**src/rtl/rx_word_assembler.sv**
```systemverilog
// Receive-domain word assembler: gathers an LSB-first serial stream into a
// programmable-length parallel word and hands it off on a valid/accept handshake.
module rx_word_assembler #(
    parameter int unsigned MAXW = 300,
    parameter int unsigned LENW = 9
) (
    input  logic            RXClk,
    input  logic            resetN,
    input  logic            start,
    input  logic [LENW-1:0] wordLen,
    input  logic            RXData,
    input  logic            RXReady,
    output logic            RXAccept,
    output logic [MAXW-1:0] outWord,
    output logic [LENW-1:0] outLen,
    output logic            outValid,
    input  logic            outAccept,
    output logic            busy,
    output logic            dropped,
    output logic            lenErr
);

    typedef enum logic [1:0] {
        IDLE    = 2'd0,
        COLLECT = 2'd1,
        DONE    = 2'd2
    } asmState_t;

    asmState_t       state;
    asmState_t       stateNext;
    logic [LENW-1:0] count;
    logic [LENW-1:0] countNext;
    logic [MAXW-1:0] wordNext;
    logic [LENW-1:0] lenNext;
    logic            droppedNext;
    logic            lenErrNext;
    logic            restart;
    logic            lenOk;

    assign lenOk = (wordLen != '0) && (wordLen <= LENW'(MAXW));

    // Next-state and datapath update; a restart overrides whatever the state would do.
    always_comb begin
        stateNext   = state;
        wordNext    = outWord;
        countNext   = count;
        lenNext     = outLen;
        droppedNext = dropped;
        lenErrNext  = lenErr;
        restart     = 1'b0;

        case (state)
            IDLE: begin
                restart = start;
            end
            COLLECT: begin
                if (start) begin
                    restart = 1'b1;
                end else if (RXReady) begin
                    wordNext[count] = RXData;
                    countNext       = count + LENW'(1);
                    if (countNext == outLen) begin
                        stateNext = DONE;
                    end
                end
            end
            DONE: begin
                if (outAccept) begin
                    stateNext = IDLE;
                    restart   = start;
                end
            end
            default: begin
                stateNext = IDLE;
            end
        endcase

        if (restart) begin
            if (lenOk) begin
                stateNext   = COLLECT;
                lenNext     = wordLen;
                countNext   = '0;
                wordNext    = '0;
                droppedNext = 1'b0;
                lenErrNext  = 1'b0;
            end else begin
                stateNext  = IDLE;
                lenErrNext = 1'b1;
            end
        end

        // A bit offered while not collecting is lost.
        if (RXReady && (state != COLLECT)) begin
            droppedNext = 1'b1;
        end
    end

    always_ff @(posedge RXClk or negedge resetN) begin
        if (!resetN) begin
            state    <= IDLE;
            count    <= '0;
            outWord  <= '0;
            outLen   <= '0;
            outValid <= 1'b0;
            RXAccept <= 1'b0;
            busy     <= 1'b0;
            dropped  <= 1'b0;
            lenErr   <= 1'b0;
        end else begin
            state    <= stateNext;
            count    <= countNext;
            outWord  <= wordNext;
            outLen   <= lenNext;
            outValid <= (stateNext == DONE);
            RXAccept <= (stateNext == COLLECT);
            busy     <= (stateNext != IDLE);
            dropped  <= droppedNext;
            lenErr   <= lenErrNext;
        end
    end

endmodule
```
**config.mk**
```make
export PLATFORM = sky130hd
export DESIGN_NAME = rx_word_assembler
export DESIGN_NICKNAME = d
export VERILOG_FILES = /design/src/rtl/rx_word_assembler.sv
export SDC_FILE = /design/constraint.sdc
export NUM_CORES = 1
export LEC_CHECK = 0
export BUFFER_PORTS_ARGS = -buffer_cell sky130_fd_sc_hd__buf_2
export CAP_MARGIN = 20
export CORE_ASPECT_RATIO = 0.5
export CORE_MARGIN = 10
export CORE_UTILIZATION = 41
export CTS_CLUSTER_SIZE = 10
export DETAILED_ROUTE_END_ITERATION = 12
export PLACE_DENSITY = 0.63
export SLEW_MARGIN = 30
export SYNTH_ARGS = -nofsm -noshare
export SYNTH_HDL_FRONTEND = slang
export SYNTH_SLANG_ARGS = --single-unit
```
**constraint.sdc**
```tcl
create_clock -name RXClk -period 3.9 [get_ports RXClk]
set_input_delay 0.39 -clock RXClk [delete_from_list [all_inputs] [get_ports RXClk]]
set_output_delay 0.39 -clock RXClk [all_outputs]
set_load 0.005 [all_outputs]
```
==> out/metrics.csv, run 1 <==
stage;metric;value;unit
run_status;status;finished clean;
global_routing;initial antenna violation count;1;
sta;fmax;0.346;GHz
sta;Least-Margin Pin Slew;1.06;ns
yosys;Synth warnings;0;
drt;DRC;0;
clocking;post-CTS setup buffer count;0;
worst_setup_path;Buf/Inv on CP;0;
sta;period utilization;74.2;%
drt;drt pass-1 iters;5;
drt;Final Routed Wirelength;61.0;mm
die;Die Wd;286;um
clocking;Clock transition at path regs;0.06;ns
yosys;Synth Register Bits;325;
global_routing;total gr overflow;0;
power_and_ir_drop;maximum VDD drop;0.000215;V
worst_setup_path;slowest stage cell, crit path;dfrtp_1;
cells_and_area;Layout area overhead;21.4;%
yosys;Seq/Total Area, Yosys;55.9;%
flow_run;max-cap violations;0;
cells_and_area;commonest cells after routing, fill and taps aside;326 x buf_2, 325 x dfrtp_1, 315 x nand3_1, 303 x o21ai_0, 303 x a21oi_1;
worst_setup_path;crit-path max cell delay;0.94;ns
worst_setup_path;WP data arrival;3.28;ns
cells_and_area;leading cell type in the layout, fill and taps excluded;buf_2;
clocking;TritonCTS Buffers;38;
sta;final hold violations;0;
die;initial core utilization;41.9;%
yosys;Unique masters post-synth;41;
sta;endpoints failing setup;0;
clocking;Worst-Skew Late Latency;0.55;ns
sta;clk_skew;0.0249;ns
die;Die Y;153;um
clocking;CTS H-tree lvls;2;
worst_setup_path;CP Cell Sequence;nor2b_1 > nand2_1 > o21ai_0 > a21oi_1;
place;Place WS;1.12;ns
clocking;Root Buffer;clkbuf_16;
global_routing;largest net degree at the start of global routing;135;
drt;violation count after the first detailed-route iteration;1864;
sta;final worst-path setup slack;1.01;ns
sta;minimum clock period after layout;2.89;ns
sta;RSZ-0062 raised after global routing;false;
sta;Slew HR;29.4;%
worst_setup_path;WP data required;4.29;ns
sta;Max Transition Viols Final;0;
yosys;synthesized net count;1605;
yosys;Mapped Cells;1586;
yosys;Mean Syn Cell Area;9.17;sq um
power_and_ir_drop;Pwr per Cell Area;394;mW/mm^2
drt;Post-DRT Antenna Nets;0;
global_routing;first-pass GRT wire length;90.2;mm
die;core area;0.0347;sq mm
hold_path;HP Class;input port to register;
clocking;Clock Tree Buf Depth;3;
place;IO Port Bufs;328;
place;post-DP HPWL;39.5;mm
clocking;clock sinks;325;
sta;sum of negative setup slack;0;ns
worst_setup_path;critical path type;register to register;
yosys;Synth Cell Area;0.0145;sq mm
global_routing;vias in the first global route;13600;
place;Placer Congestion;0.894;
drt;Routed WL per cell;26.2;um
global_routing;Total GRT Usage;26.5;%
clocking;CTS tree;built;
power_and_ir_drop;Leak Pwr;0.00820;uW
drt;vias post-DR;14100;
power_and_ir_drop;total power;6950;uW
drt;Vias/cell;6.07;
cells_and_area;proportion of layout cells with a drive suffix above 1;24.6;%
worst_setup_path;Worst Setup End Kind;register;
die;die area;0.0439;sq mm
worst_setup_path;CP top delay family;simple AND/OR/NAND/NOR gates;
die;io pins;329;
die;Core Rows;48;
cells_and_area;nets@finish;1870;
worst_setup_path;Crit Path Max Fanout;18;
cells_and_area;n_diodes;0;
worst_setup_path;startpoint types;register;
sta;Worst Hold Slack;0.127;ns
==> layout make-up <==
cell class                      count  area (sq um)
Multi-Input combinational cell   1095          5770
Timing Repair Buffer              383          2140
Sequential cell                   325          8130
Inverter                            8          30.0
Clock inverter                      2          16.3
Clock buffer                       39           976
Fill cell                        3360         17100
Tap cell                          475           594
==> report_power, final <==
group	leakage [uW]	internal (uW)	switching, uW
combinational	0.00320	94.5	280
clock	0.000485	1760	1390
sequential	0.00451	3400	28.6
total	0.00820	5250	1700
==> routing by layer <==
metal / global-route usage [%] / share of wire, % / wire length [um]
met5: 0 / 0 / 0
met4: 10.5 / 3.6 / 2230
met3: 6.59 / 9.5 / 5780
met2: 41.3 / 47 / 28600
met1: 34.9 / 40 / 24400
==> what timing repair did <==
item                      CTS  global route
hold buffers                1             0
gates resized for setup     0             0
hold endpoints to repair   75             0
==> worst register-to-register path: stages (launching register included) <==
cell	delay [ns]
dfrtp_1	0.94
nor2b_1	0.71
nand2_1	0.58
o21ai_0	0.38
a21oi_1	0.12
==> sequential cells by signal (all words and copies together), names as in the netlist <==
name      cells
outLen        9
lenErr        1
outWord     300
RXAccept      1
count         9
dropped       1
state         2
busy          1
outValid      1
==> worst paths after layout <==
check	depth (start not counted)	slack, ns	endpoint	start
max in group asynchronous	3	2.31	outLen[6]$_DFFE_PN0P_	resetN
setup reg to reg	4	1.01	outWord[29]$_DFF_PN0_	count[4]$_DFF_PN0_
setup / recovery	4	1.01	outWord[29]$_DFF_PN0_	count[4]$_DFF_PN0_
hold / removal	2	0.13	outLen[4]$_DFFE_PN0P_	wordLen[4]
hold reg to reg	2	0.51	lenErr$_DFFE_PN0P_	lenErr$_DFFE_PN0P_
min in group asynchronous	2	0.51	outWord[132]$_DFF_PN0_	resetN
==> synthesized netlist by cell type (all sizes together) <==
library cell  instances  share of area (%)
o22a                  1              0.060
dfrtp               325                 56
o2111ai               1              0.060
or3                   3               0.13
a211oi                3               0.19
xnor2                10               0.60
nand3               315                 11
nand4                 3               0.13
or4                   2               0.10
nor2b                 6               0.26
a21oi               303                 10
or2                   1              0.043
nor3b                 1              0.052
nor3                 12               0.71
a311o                 1              0.069
nand2                37               0.95
o21ai               303                 10
buf                  63                2.2
o32a                  2               0.14
inv                   8               0.21
o31ai                 2               0.10
mux2                  8               0.62
nor2                 43                1.2
and2                  7               0.30
xor2                  9               0.54
nand2b                5               0.21
nor4                  1              0.043
and3                  4               0.17
o22ai                 2              0.086
clkbuf               95                2.5
ha                    4               0.34
or3b                  2               0.12
and4bb                1              0.086
a21boi                1              0.052
and4                  2               0.12
==> through the flow <==
stage / util [%] / std cells / instance area [sq um]
final: 50.9 / 2327 / 17700
after global routing: 50.9 / 2327 / 17700
after CTS: 50.9 / 2327 / 17700
after detailed placement: 48.0 / 2285 / 16700
after global placement: 47.9 / 2285 / 16600
after floorplan: - / 1586 / 14500
==> cells by family (layout without fill, tap and decap cells) <==
group                    count (synthesis)  count (layout)  share of synthesized area, %
AO/OA/AOI/OAI                          619             619                          21.6
multiplexers                             8               8                         0.619
flip-flops                             325             325                          55.9
XOR/XNOR                                19              19                          1.14
adder cells (fa/ha/maj)                  4               4                         0.344
AND/OR/NAND/NOR                        445             445                          15.5
buffers and inverters                  166             432                          4.88
Note: power is estimated with default switching activity, not from simulation.
==> inputs of run 2 (changes only) <==
--- a/config.mk
+++ b/config.mk
@@ -12,7 +12,7 @@
 export CORE_UTILIZATION = 41
 export CTS_CLUSTER_SIZE = 10
 export DETAILED_ROUTE_END_ITERATION = 12
-export PLACE_DENSITY = 0.63
+export PLACE_DENSITY = 0.66
 export SLEW_MARGIN = 30
 export SYNTH_ARGS = -nofsm -noshare
 export SYNTH_HDL_FRONTEND = slang
==> constraint.sdc (replaced) <==
create_clock -name RXClk -period 2.55 [get_ports RXClk]
set_input_delay 0.255 -clock RXClk [delete_from_list [all_inputs] [get_ports RXClk]]
set_output_delay 0.255 -clock RXClk [all_outputs]
set_load 0.005 [all_outputs]
==> run 2 against run 1 <==
  * Cell count up 3.3%
  * Sequential share of layout area down 1.7 points
  * Worst setup slack worse by 0.89 ns
  * Total power up 54%
  * Global-route usage up 0.63 points
  * First-iteration DRC count up 5.2%
  * Combinational power up 70%
  * Largest cell class unchanged
  * Largest power group unchanged
  * Highest routed layer unchanged
==> out/metrics.csv, run 2 (same netlist as run 1, synthesis figures left out) <==
stage;metric;value;unit;change
place;IO Port Bufs;328;;unchanged
power_and_ir_drop;Leak Pwr;0.00861;uW;+5.1%
worst_setup_path;WP data required;2.92;ns;-1.37 ns
worst_setup_path;Crit Path Max Fanout;92;;+74
power_and_ir_drop;Pwr per Cell Area;583;mW/mm^2;+48%
global_routing;largest net degree at the start of global routing;112;;-17%
global_routing;vias in the first global route;14100;;+3.1%
sta;endpoints failing setup;0;;unchanged
die;die area;0.0439;sq mm;unchanged
flow_run;max-cap violations;0;;unchanged
sta;fmax;0.412;GHz;
global_routing;initial antenna violation count;1;;unchanged
worst_setup_path;CP Cell Sequence;dlygate4sd3_1 > buf_2 > o2111ai_1 > nand2_1 > a211oi_4 > buf_6 > a21oi_1;;
drt;Post-DRT Antenna Nets;0;;unchanged
cells_and_area;nets@finish;1944;;+4.0%
drt;Vias/cell;6.10;;+0.54%
place;post-DP HPWL;41.3;mm;+4.7%
clocking;CTS tree;built;;
worst_setup_path;slowest stage cell, crit path;a211oi_4;;
cells_and_area;leading cell type in the layout, fill and taps excluded;buf_2;;
cells_and_area;largest registers;outWord: 300 flops, count: 9 flops, outLen: 9 flops;;
clocking;post_cts resized;0;;unchanged
sta;final hold violations;0;;unchanged
worst_setup_path;startpoint types;input port;;
clocking;Clock Tree Buf Depth;3;;unchanged
cells_and_area;Reg area;0.00813;sq mm;unchanged
power_and_ir_drop;maximum VDD drop;0.000304;V;+41%
run_status;status;finished clean;;
cells_and_area;Most flops, register;outWord;;
place;Placer Congestion;0.938;;+4.8%
cells_and_area;max reg flops;300;;unchanged
global_routing;total gr overflow;0;;unchanged
die;io pins;329;;unchanged
cells_and_area;Cell Count, Final, Fillers Out;2404;;+3.3%
cells_and_area;Layout area overhead;26.1;%;
clocking;clock sinks;325;;unchanged
die;Die Wd;286;um;unchanged
worst_setup_path;WP data arrival;2.80;ns;-0.48 ns
cells_and_area;Fillers;3291;;-2.1%
clocking;Hold Buf Count CTS;10;;+9
power_and_ir_drop;Clk network pwr share;45.1;%;-0.2 points
die;core area;0.0347;sq mm;unchanged
clocking;Worst-Skew Late Latency;0.53;ns;-0.02 ns
drt;Final Routed Wirelength;62.5;mm;+2.4%
sta;Slew HR;48.1;%;+19 points
hold_path;HP Class;input port to register;;
cells_and_area;proportion of layout cells with a drive suffix above 1;26.9;%;+2.3 points
cells_and_area;commonest cells after routing, fill and taps aside;326 x buf_2, 325 x dfrtp_1, 315 x nand3_1, 303 x o21ai_0, 303 x a21oi_1;;
cells_and_area;footprint of the multi-input gates;0.00574;sq mm;-0.46%
worst_setup_path;Worst R2R Setup Slack;0.22;ns;-0.79 ns
drt;drt pass-1 iters;8;;+3
clocking;CTS H-tree lvls;2;;unchanged
global_routing;first-pass GRT wire length;92.1;mm;+2.1%
sta;minimum clock period after layout;2.43;ns;
drt;DRC;0;;unchanged
drt;violation count after the first detailed-route iteration;1961;;+5.2%
power_and_ir_drop;switching power;2550;uW;+50%
place;Cell Area, Placed;0.0172;sq mm;+3.4%
worst_setup_path;Worst Setup End Kind;register;;
sta;Max Transition Viols Final;0;;unchanged
power_and_ir_drop;P_int;8140;uW;+55%
clocking;Clock transition at path regs;0.06;ns;about the same
power_and_ir_drop;Reg power frac;49.0;%;-0.3 points
place;placed cell count;2350;;+2.8%
clocking;post-CTS setup buffer count;0;;unchanged
sta;final worst-path setup slack;0.121;ns;-0.886 ns
drt;Routed WL per cell;26.0;um;-0.92%
worst_setup_path;crit-path max cell delay;0.61;ns;-0.33 ns
die;Die Y;153;um;unchanged
sta;RSZ-0062 raised after global routing;false;;
power_and_ir_drop;switching share of power;23.9;%;-0.60 points
place;Place WS;0.0660;ns;-1.06 ns
worst_setup_path;critical path type;input port to register;;
sta;period utilization;95.3;%;
sta;Least-Margin Pin Slew;0.779;ns;-0.277 ns
clocking;Root Buffer;clkbuf_16;;
drt;vias post-DR;14700;;+3.9%
cells_and_area;fin area;0.0184;sq mm;+3.9%
clocking;TritonCTS Buffers;38;;unchanged
sta;sum of negative setup slack;0;ns;unchanged
die;initial core utilization;41.9;%;unchanged
global_routing;Total GRT Usage;27.1;%;+0.63 points
die;Core Rows;48;;unchanged
power_and_ir_drop;combinational share of power;5.9;%;+0.5 points
sta;clk_skew;0.0189;ns;-0.00600 ns
run 2: worst max-delay path, delay by kind of cell:
family          cells  cell delay (ns)
compound gates      3             0.98
simple gates        1             0.15
buf+inv             3             1.30
run 2: layer usage:
| layer | part of all wire (%) | global-route usage, % | vias up |
|---|---|---|---|
| met1 | 39 | 35.8 | 7274 |
| met3 | 11 | 6.16 | 152 |
| met5 | 0 | 0 | - |
| li1 | - | - | 6328 |
| met4 | 3.8 | 11.4 | 0 |
| met2 | 47 | 42.4 | 907 |
run 2: path summary, 6_finish.rpt:
kind,from,end,cells after the start
hold / removal,RXReady,dropped$_DFFE_PN0P_,3
min in group asynchronous,resetN,outWord[161]$_DFF_PN0_,2
max in group asynchronous,resetN,outWord[175]$_DFF_PN0_,3
setup reg to reg,count[4]$_DFF_PN0_,outWord[21]$_DFF_PN0_,6
setup / recovery,wordLen[1],outWord[144]$_DFF_PN0_,7
hold reg to reg,lenErr$_DFFE_PN0P_,lenErr$_DFFE_PN0P_,2
run 2: final cells by class:
cell class,instances,share of cell area (%)
Sequential cell,325,44.3
Tap cell,475,3.24
Antenna cell,1,0.0136
Multi-Input combinational cell,1095,31.3
Clock inverter,1,0.0477
Clock buffer,42,5.49
Inverter,8,0.164
Timing Repair Buffer,457,15.4
run 2: through the flow:
stage,util (%),hold WS [ns],power (uW)
3_3_place_gp,49.6,0.308,5940
4_1_cts,52.8,0.0114,10700
5_1_grt,52.9,0.0505,11000
6_report,52.9,0.0262,10700
3_5_place_dp,49.6,0.300,5940
2_1_floorplan,-,-0.0406,5630
run 2: power groups by stage:
stage	clock (uW)	combinational (uW)	sequential [uW]
2_1_floorplan	0	309	5320
4_1_cts	4860	626	5240
5_1_grt	5080	688	5240
6_report	4820	635	5240
3_3_place_gp	0	613	5330
3_5_place_dp	0	613	5330
==> inputs of run 3 (changes only) <==
--- a/config.mk
+++ b/config.mk
@@ -5,14 +5,15 @@
 export SDC_FILE = /design/constraint.sdc
 export NUM_CORES = 1
 export LEC_CHECK = 0
+export ABC_AREA = 1
 export BUFFER_PORTS_ARGS = -buffer_cell sky130_fd_sc_hd__buf_2
 export CAP_MARGIN = 20
 export CORE_ASPECT_RATIO = 0.5
 export CORE_MARGIN = 10
 export CORE_UTILIZATION = 41
+export CTS_CLUSTER_DIAMETER = 150
 export CTS_CLUSTER_SIZE = 10
 export DETAILED_ROUTE_END_ITERATION = 12
-export PLACE_DENSITY = 0.66
 export SLEW_MARGIN = 30
 export SYNTH_ARGS = -nofsm -noshare
 export SYNTH_HDL_FRONTEND = slang
==> run 3 against run 2 <==
  * Sequential power is essentially flat
  * Highest routed layer unchanged
  * Critical path type unchanged
  * Die area rose by 11%
  * Via count decreased by 2.8%
  * Total power increased by 0.96%
  * Core utilization decreased by 2.5 points
  * Clock power is 2% higher
==> out/metrics.csv, run 3 <==
stage;metric;value;unit;change
place;post-DP HPWL;36.0;mm;-13%
cells_and_area;Final Util;50.3;%;-2.5 points
yosys;Post-synth EDFFs;0;;unchanged
clocking;CTS H-tree lvls;2;;unchanged
die;initial core utilization;41.7;%;-0.25 points
hold_path;HP Class;input port to register;;
power_and_ir_drop;switching power;2620;uW;+2.6%
cells_and_area;Most flops, register;outWord;;
power_and_ir_drop;P_int;8180;uW;+0.46%
clocking;post-CTS setup buffer count;0;;unchanged
yosys;synthesized net count;2184;;+36%
yosys;Compound-Gate Fraction of Synth Area;10.2;%;-11 points
die;core area;0.0391;sq mm;+13%
worst_setup_path;CP Cell Sequence;dlygate4sd3_1 > buf_2 > or2_1 > nor3_2 > nand4_1 > o21ai_2 > nor2_4 > inv_8 > buf_4 > nand2_1 > inv_1;;
power_and_ir_drop;switching share of power;24.2;%;+0.38 points
power_and_ir_drop;Leak Pwr;0.0120;uW;+39%
sta;RSZ-0062 raised after global routing;false;;
sta;Least-Margin Pin Slew;0.647;ns;-0.132 ns
drt;Post-DRT Antenna Nets;0;;unchanged
yosys;Synth Register Bits;325;;unchanged
sta;Worst Hold Slack;0.0312;ns;+0.00506 ns
sta;final hold violations;0;;unchanged
die;io pins;329;;unchanged
cells_and_area;leading cell type in the layout, fill and taps excluded;nand2_1;;
yosys;Mapped Cells;2165;;+37%
yosys;main area contributors after synthesis;dfrtp_1 50%, nand2_1 22%, inv_1 7.7%, o21ai_0 5.4%, o21ai_1 4.2%;;
power_and_ir_drop;Reg power frac;48.5;%;-0.5 points
die;Die Y;161;um;+5.0%
power_and_ir_drop;maximum VDD drop;0.000458;V;+51%
worst_setup_path;WP data arrival;2.66;ns;-0.14 ns
global_routing;Total GRT Usage;21.9;%;-5.2 points
worst_setup_path;startpoint types;input port;;
global_routing;vias in the first global route;13600;;-3.6%
yosys;post-synth top area share;50.0;%;-5.9 points
sta;period utilization;85.9;%;-9.3 points
clocking;Clock transition at path regs;0.05;ns;about the same
worst_setup_path;crit-path max cell delay;0.55;ns;-0.06 ns
sta;Slew HR;56.8;%;+8.7 points
drt;vias post-DR;14200;;-2.8%
drt;violation count after the first detailed-route iteration;1168;;-40%
clocking;clock sinks;325;;unchanged
yosys;Synth area leader;dfrtp_1;;
clocking;TritonCTS Buffers;38;;unchanged
yosys;Synth warnings;0;;unchanged
cells_and_area;Layout area overhead;20.8;%;
worst_setup_path;CP top delay family;buffers and inverters;;
power_and_ir_drop;combinational share of power;6.0;%;about the same
global_routing;largest net degree at the start of global routing;86;;-23%
worst_setup_path;WP data required;3.02;ns;+0.10 ns
worst_setup_path;Worst Setup End Kind;register;;
cells_and_area;proportion of layout cells with a drive suffix above 1;19.5;%;-7.4 points
drt;DRC;0;;unchanged
worst_setup_path;slowest stage cell, crit path;dlygate4sd3_1;;
yosys;largest family of logic cells by synthesized area;simple AND/OR/NAND/NOR gates;;
power_and_ir_drop;Pwr per Cell Area;549;mW/mm^2;-5.7%
yosys;Synth Area in Simple Gates;27.4;%;+12 points
yosys;Mean Syn Cell Area;7.51;sq um;-18%
die;Core Rows;51;;+6.3%
sta;fmax;0.456;GHz;+11%
sta;minimum clock period after layout;2.19;ns;-0.238 ns
worst_setup_path;Buf/Inv on CP;5;;+2
worst_setup_path;Worst R2R Path Depth;12;;+6
drt;drt pass-1 iters;5;;-3
yosys;xor and xnor area share after synthesis;0.0538;%;-1.1 points
worst_setup_path;critical path type;input port to register;;
sta;endpoints failing setup;0;;unchanged
flow_run;max-cap violations;0;;unchanged
sta;clk_skew;0.0222;ns;+0.00330 ns
cells_and_area;commonest cells after routing, fill and taps aside;956 x nand2_1, 334 x inv_1, 327 x buf_2, 325 x dfrtp_1, 175 x o21ai_0;;
cells_and_area;max reg flops;300;;unchanged
yosys;Synth Cell Area;0.0163;sq mm;+12%
place;Placer Congestion;0.866;;-7.6%
yosys;fraction of registers with async set/reset;100;%;unchanged
drt;Routed WL per cell;18.1;um;-30%
drt;Vias/cell;4.72;;-23%
global_routing;first-pass GRT wire length;83.5;mm;-9.4%
worst_setup_path;CP Depth;11;;+4
die;Die Wd;302;um;+5.3%
cells_and_area;footprint of the multi-input gates;0.00618;sq mm;+7.6%
sta;Max Transition Viols Final;0;;unchanged
yosys;top-count cell post-synth;nand2_1;;
clocking;CTS tree;built;;
cells_and_area;largest registers;outWord: 300 flops, count: 9 flops, outLen: 9 flops;;
clocking;Worst-Skew Late Latency;0.53;ns;about the same
place;IO Port Bufs;328;;unchanged
sta;sum of negative setup slack;0;ns;unchanged
global_routing;initial antenna violation count;1;;unchanged
cells_and_area;Reg area;0.00813;sq mm;unchanged
yosys;synth cell count leaders;956 x nand2_1, 335 x inv_1, 325 x dfrtp_1;;
worst_setup_path;Crit Path Max Fanout;85;;-7.6%
die;die area;0.0485;sq mm;+11%
clocking;Clock Tree Buf Depth;3;;unchanged
power_and_ir_drop;total power;10800;uW;+0.96%
run_status;status;finished clean;;
global_routing;total gr overflow;0;;unchanged
yosys;Primary FF master, synth;dfrtp_1;;
hold_path;Hold Path Stages;3;;unchanged
yosys;Unique masters post-synth;35;;-15%
yosys;mux contribution to synthesized area;0;%;-0.62 points
yosys;adder-cell share of the synthesized area;0.308;%;-0.036 points
power_and_ir_drop;Clk network pwr share;45.5;%;+0.4 points
cells_and_area;Fillers;3857;;+17%
drt;Final Routed Wirelength;54.6;mm;-13%
clocking;Root Buffer;clkbuf_16;;
yosys;Seq/Total Area, Yosys;50.0;%;-5.9 points
cells_and_area;nets@finish;2503;;+29%
[run 3: final cells by class]
type	count	share of cell area [%]
antenna	1	0.0127
tap	530	3.37
multi-input combinational	1388	31.4
timing repair buffer	387	11.9
clock inverter	1	0.0382
clock buffer	41	5.22
sequential	325	41.4
inverter	344	6.67
[run 3: worst paths after layout]
path	from	slack, ns	end
setup / recovery	wordLen[7]	0.36	outWord[245]$_DFF_PN0_
hold / removal	wordLen[2]	0.03	outLen[2]$_DFFE_PN0P_
setup reg to reg	state[1]$_DFF_PN0_	0.40	outWord[158]$_DFF_PN0_
hold reg to reg	dropped$_DFFE_PN0P_	0.52	dropped$_DFFE_PN0P_
max in group asynchronous	resetN	1.41	outWord[21]$_DFF_PN0_
min in group asynchronous	resetN	0.27	outWord[133]$_DFF_PN0_
[run 3: metal layers]
metal  GRT usage, %  share of wire, %  wire length [um]  up-vias
met5              0                 0                 0        -
met3           4.12               5.8              3150       79
li1               -                 -                 -     7153
met2           37.4                50             27200      369
met4           5.63               2.2              1220        0
met1           28.2                42             23000     6647
[run 3: cell families (layout without fill, tap and decap cells)]
logic type | after synthesis | after routing
compound gates | 328 | 328
buf+inv | 452 | 773
flops | 325 | 325
simple gates | 1055 | 1055
xor+xnor | 1 | 1
fa+ha+maj | 4 | 4
other cells | 0 | 1
[run 3: per-stage QoR]
step | cell area, sq um | std cells | setup WS, ns
2_1_floorplan | 16300 | 2165 | 0.817
3_3_place_gp | 18500 | 2964 | 0.496
3_5_place_dp | 18500 | 2964 | 0.437
4_1_cts | 19600 | 3016 | 0.416
5_1_grt | 19700 | 3017 | 0.232
6_report | 19700 | 3017 | 0.359
[run 3: what timing repair did]
item	4_1_cts	5_1_grt
hold buffers	10	0
gates resized for setup	0	0
hold endpoints to repair	54	0
[run 3: power by group through the flow]
| stage | combinational, uW | clock (uW) | sequential [uW] |
|---|---|---|---|
| 6_report | 650 | 4910 | 5240 |
| 3_3_place_gp | 648 | 0 | 5330 |
| 4_1_cts | 662 | 5020 | 5240 |
| 5_1_grt | 722 | 5230 | 5240 |
| 2_1_floorplan | 345 | 0 | 5320 |
| 3_5_place_dp | 647 | 0 | 5330 |
[run 3: worst min-delay path: stages]
cell	delay, ns
buf_2	0.10
inv_1	0.07
o21ai_0	0.09
